## src/rtl/serial_frame_tx_if.sv

```systemverilog
// Parallel-byte handshake and serial-line signals of serial_frame_tx.
// master = upstream byte producer, slave = the serializer.
interface serial_frame_tx_if;
  logic [7:0] data_in;
  logic       data_valid;
  logic       data_ready;
  logic       dir;
  logic       ser_out;
  logic       busy;
  logic       done;

  modport master (
    output data_in, data_valid, dir,
    input  data_ready, ser_out, busy, done
  );

  modport slave (
    input  data_in, data_valid, dir,
    output data_ready, ser_out, busy, done
  );
endinterface

```

## src/rtl/serial_frame_tx.sv

```systemverilog
// Framed serializer: start bit, 8 data bits (LSB- or MSB-first), optional
// even parity, stop bit; each bit held CLKS_PER_BIT clocks.
module serial_frame_tx #(
  parameter int CLKS_PER_BIT = 4,
  parameter int PARITY_EN    = 1
) (
  input logic         clk,
  input logic         rst,
  serial_frame_tx_if.slave bus
);

  typedef enum logic [2:0] {IDLE, START, DATA, PARITY, STOP} state_t;

  localparam logic [7:0] LAST = 8'(CLKS_PER_BIT - 1);

  state_t     state_q, state_d;
  logic [7:0] cnt_q, cnt_d;
  logic [2:0] idx_q, idx_d;
  logic [7:0] data_q, data_d;
  logic       dir_q, dir_d;
  logic       par_q, par_d;
  logic       ser_q, ser_d;
  logic       done_q, done_d;
  logic       last;

  always_ff @(posedge clk) begin
    if (rst) begin
      state_q <= IDLE;
      cnt_q   <= '0;
      idx_q   <= '0;
      data_q  <= '0;
      dir_q   <= 1'b0;
      par_q   <= 1'b0;
      ser_q   <= 1'b1;
      done_q  <= 1'b0;
    end else begin
      state_q <= state_d;
      cnt_q   <= cnt_d;
      idx_q   <= idx_d;
      data_q  <= data_d;
      dir_q   <= dir_d;
      par_q   <= par_d;
      ser_q   <= ser_d;
      done_q  <= done_d;
    end
  end

  always_comb begin
    state_d = state_q;
    cnt_d   = cnt_q;
    idx_d   = idx_q;
    data_d  = data_q;
    dir_d   = dir_q;
    par_d   = par_q;
    done_d  = 1'b0;
    ser_d   = 1'b1;
    last    = (cnt_q == LAST);

    if (state_q != IDLE) cnt_d = last ? '0 : cnt_q + 8'd1;

    case (state_q)
      IDLE: if (bus.data_valid) begin
        data_d  = bus.data_in;
        dir_d   = bus.dir;
        par_d   = ^bus.data_in;
        cnt_d   = '0;
        state_d = START;
      end
      START: if (last) begin
        idx_d   = '0;
        state_d = DATA;
      end
      DATA: if (last) begin
        idx_d = idx_q + 3'd1;
        if (idx_q == 3'd7) state_d = (PARITY_EN != 0) ? PARITY : STOP;
      end
      PARITY: if (last) state_d = STOP;
      STOP: if (last) begin
        state_d = IDLE;
        done_d  = 1'b1;
      end
      default: state_d = IDLE;
    endcase

    // ser_out is registered, so it is derived from the upcoming state/index.
    case (state_d)
      START:   ser_d = 1'b0;
      DATA:    ser_d = dir_d ? data_d[idx_d] : data_d[3'd7 - idx_d];
      PARITY:  ser_d = par_d;
      default: ser_d = 1'b1;
    endcase
  end

  assign bus.data_ready = (state_q == IDLE);
  assign bus.busy       = (state_q != IDLE);
  assign bus.ser_out    = ser_q;
  assign bus.done       = done_q;

endmodule

```

## src/flat_wrapper.sv

```systemverilog
// flat-port wrapper written by rule: the top's interface ports become plain ports
module serial_frame_tx_flat 
#(
  parameter int CLKS_PER_BIT = 4,
  parameter int PARITY_EN    = 1
)
  (clk, rst, bus_data_in, bus_data_valid, bus_dir, bus_data_ready, bus_ser_out, bus_busy, bus_done);
  serial_frame_tx_if bus_i ();
  input logic clk;
  input logic rst;
  input wire logic [$bits(bus_i.data_in)-1:0] bus_data_in;
  input wire logic [$bits(bus_i.data_valid)-1:0] bus_data_valid;
  input wire logic [$bits(bus_i.dir)-1:0] bus_dir;
  output wire logic [$bits(bus_i.data_ready)-1:0] bus_data_ready;
  output wire logic [$bits(bus_i.ser_out)-1:0] bus_ser_out;
  output wire logic [$bits(bus_i.busy)-1:0] bus_busy;
  output wire logic [$bits(bus_i.done)-1:0] bus_done;
  assign bus_i.data_in = bus_data_in;
  assign bus_i.data_valid = bus_data_valid;
  assign bus_i.dir = bus_dir;
  assign bus_data_ready = bus_i.data_ready;
  assign bus_ser_out = bus_i.ser_out;
  assign bus_busy = bus_i.busy;
  assign bus_done = bus_i.done;
  serial_frame_tx #(.CLKS_PER_BIT(CLKS_PER_BIT), .PARITY_EN(PARITY_EN)) u_core (.clk(clk), .rst(rst), .bus(bus_i));
endmodule
```

## config.mk

```make
export PLATFORM = sky130hd
export DESIGN_NAME = serial_frame_tx_flat
export DESIGN_NICKNAME = d
export VERILOG_FILES = /design/src/rtl/serial_frame_tx_if.sv /design/src/rtl/serial_frame_tx.sv /design/src/flat_wrapper.sv
export SDC_FILE = /design/constraint.sdc
export NUM_CORES = 1
export LEC_CHECK = 0
export CAP_MARGIN = 20
export CORE_ASPECT_RATIO = 1.75
export CORE_MARGIN = 2
export CORE_UTILIZATION = 40
export CTS_CLUSTER_DIAMETER = 30
export CTS_CLUSTER_SIZE = 30
export DETAILED_ROUTE_END_ITERATION = 10
export SKIP_CTS_REPAIR_TIMING = 1
export SLEW_MARGIN = 20
export SYNTH_ARGS = -nofsm -noshare
export SYNTH_HDL_FRONTEND = slang
export SYNTH_SLANG_ARGS = --single-unit
```

## constraint.sdc

```tcl
create_clock -name clk -period 3 [get_ports clk]
set_input_delay 0.6 -clock clk [delete_from_list [all_inputs] [get_ports clk]]
set_output_delay 0.6 -clock clk [all_outputs]
set_load 0.01 [all_outputs]
```

==> results.md <==
- CP cell instances: ha_1 -> nor3b_4 -> and2_2 -> inv_1 -> ha_1 -> nand4bb_1 -> o211a_4 -> nand2_4 -> mux2i_1 -> mux2_2 -> o311a_2 -> a211oi_2
- Clk slew on worst S/H paths: 90 ps
- Share of cells above drive strength 1: 18.4%
- Final Skew: 4.70 ps
- Most numerous cell in the Yosys netlist: nand2_1
- Top cell family by delay on the critical path: compound AO/OA/AOI/OAI gates
- Top post-synthesis cells by count: nand2_1, dfxtp_1, nor2_1
- # setup viols final: 0
- Vias per cell: 5.68
- Hold crit path type: register to register
- Power density cells: 368 nW/um2
- Synth area leaders: dfxtp_1, nand2_1, nor2_1
- Clock Sinks: 26
- Grt ovf: 0
- Register area share after synthesis: 30.8%
- Slew margin rel.: 57.6%
- Die Area: 4780 um2
- Post-Syn Area: 1690 um2
- CP max FO: 11
- Initial antenna violation count: 0
- Setup ws final: 167 ps
- Most used cell, CP: ha_1
- CTS Buffer Depth: 2
- Critical path arrival: 3030 ps
- Max-Cap Viols: 0
- # IOs: 16
- Drt wl/cell: 15.2 um
- Nets: 225
- Synth-to-layout area growth: 15.3%
- Most area-hungry cell type in the Yosys netlist: dfxtp_1
- Drt pass-1 iters: 4
- Synth Warn #: 0
- DRT Wirelength: 3890 um
- Crit path launch type: register
- Detail Route Antenna Nets: 0
- Worst Path Buf+Inv: 1
- Mean Syn Cell Area: 8.89 um2
- Die Ht: 90.0 um
- Post-Synthesis Cells: 190
- Critical path class: register to register
- Clock H-tree levels: 1
- VDD IR max: 263 uV
- Largest net degree at the start of global routing: 20
- Syn nets: 206
- Setup WS pre-CTS: 82.4 ps
- # rows: 31
- Leakage: 0.722 nW
- Number of synthesized flops with an enable pin: 0
- First-pass GRT wire length: 6480 um
- Vias in the first global route: 1439
- Final Hold Vio Count: 0
- DIE WIDTH: 53.1 um
- Slowest cell on crit path: dfxtp_2
- CTS root buf: clkbuf_8
- Status: finished, final reports clean
- Worst Max-Slew Pin Slew: 636 ps
- Setup Total Neg Slack: 0 ps
- Crit-path max cell delay: 380 ps
- Core Util, Final: 47.4%
- Post-layout min period: 2830 ps
- Total core area: 4110 um2
- Detailed Place HPWL: 3100 um
- Async SR Flop Fraction: 0%
- Cts bufs inserted: 3
- Required time of the critical path: 3200 ps
- Worst-skew pair later-pin latency: 270 ps
- Fmax: 0.353 GHz
- Most used flip-flop cell after synthesis: dfxtp_1
- Seq cells post-synth: 26
- Slew Limit Fails: 0
- Yosys cell types: 56
- CTS tree: yes
- GPL Wtd Cong: 0.956
- Total GRT Usage: 17.8%
- Initial core utilization: 41.1%
- Critical path endpoint category: register
- Iter 0 DRT Violations: 38
- Via Count: 1454
- Ant. Diodes: 0
- Final worst path period share: 94.4%
- Yosys top cell area share: 30.8%
- RSZ-0062 raised after global routing: false
- DRC Markers: 0
- IO buf count: 15
## kinds of logic after synthesis
logic type	count (synthesis)	share of synthesized area (%)
and+or+nand+nor	86	29.4
AOI/OAI and AO/OA	41	18.7
DFF	26	30.8
xor gates and xnor gates	14	7.26
buffers and inverters	12	4.96
muxes	7	5.93
adders and majority gates	4	2.96
## through the flow
stage          area (um2)  total power, mW  std cells  hold slack [ps]
5_1_grt              1950            0.752        256              517
2_1_floorplan        1690            0.481        190              441
4_1_cts              1920            0.720        255              490
3_5_place_dp         1880            0.526        252              474
6_report             1950            0.716        256              486
3_3_place_gp         1880            0.522        252              472
## worst paths after layout
check	slack [ps]	start	depth (start not counted)	endpoint
max	170	u_core.cnt_q[0]$_SDFF_PP0_	12	u_core.bus.ser_out$_SDFF_PP1_
min	490	u_core.data_q[2]$_SDFF_PP0_	2	u_core.data_q[2]$_SDFF_PP0_
max reg2reg	170	u_core.cnt_q[0]$_SDFF_PP0_	12	u_core.bus.ser_out$_SDFF_PP1_
min reg2reg	490	u_core.data_q[2]$_SDFF_PP0_	2	u_core.data_q[2]$_SDFF_PP0_
## cell type report
type                    instances  area [um2]
fillers                       421        2160
multi-input cells             152        1100
clock buffers                   3        41.3
repair buffers                 23         210
inverters                       3        11.3
flip-flops and latches         26         523
well taps                      49        61.3
## layout by cell type (no fill, tap or decap), drive strengths merged, types with 3 or more instances in the layout
| master | synthesis | routed |
|---|---|---|
| a211oi | 3 | 3 |
| a21oi | 11 | 11 |
| a31oi | 5 | 5 |
| and2 | 5 | 5 |
| buf | 6 | 8 |
| clkbuf | 3 | 3 |
| clkdlybuf4s50 | 0 | 15 |
| dfxtp | 26 | 26 |
| ha | 4 | 4 |
| inv | 3 | 3 |
| mux2i | 4 | 4 |
| nand2 | 28 | 28 |
| nand3 | 4 | 4 |
| nand4 | 7 | 7 |
| nor2 | 22 | 22 |
| nor3 | 3 | 3 |
| nor3b | 3 | 3 |
| o211ai | 4 | 4 |
| o21ai | 3 | 3 |
| o21ba | 3 | 3 |
| xnor2 | 8 | 8 |
| xor2 | 6 | 6 |
## metal layers
metal | global-route usage (%) | vias up | share of wire, %
met1 | 18.5 | 696 | 38
met2 | 33.5 | 28 | 57
met3 | 1.83 | 10 | 2.4
met5 | 0 | - | 0
li1 | - | 720 | -
met4 | 7.48 | 0 | 2.5
## worst min-delay path, stage by stage, from the launching register on
cell	delay, ps
dfxtp_1	330
nand2_1	60
a21oi_1	50
## sequential cells by signal, indices dropped and copies added (netlist names)
register            cells
u_core.bus.done         1
u_core.bus.ser_out      1
u_core.cnt_q            8
u_core.data_q           8
u_core.dir_q            1
u_core.idx_q            3
u_core.par_q            1
u_core.state_q          3
## report_power, final
group          switching, mW  internal, mW
Combinational         0.0734        0.0748
Clock                  0.105        0.0900
Sequential            0.0132         0.359
(Power assumes the default switching activity.)
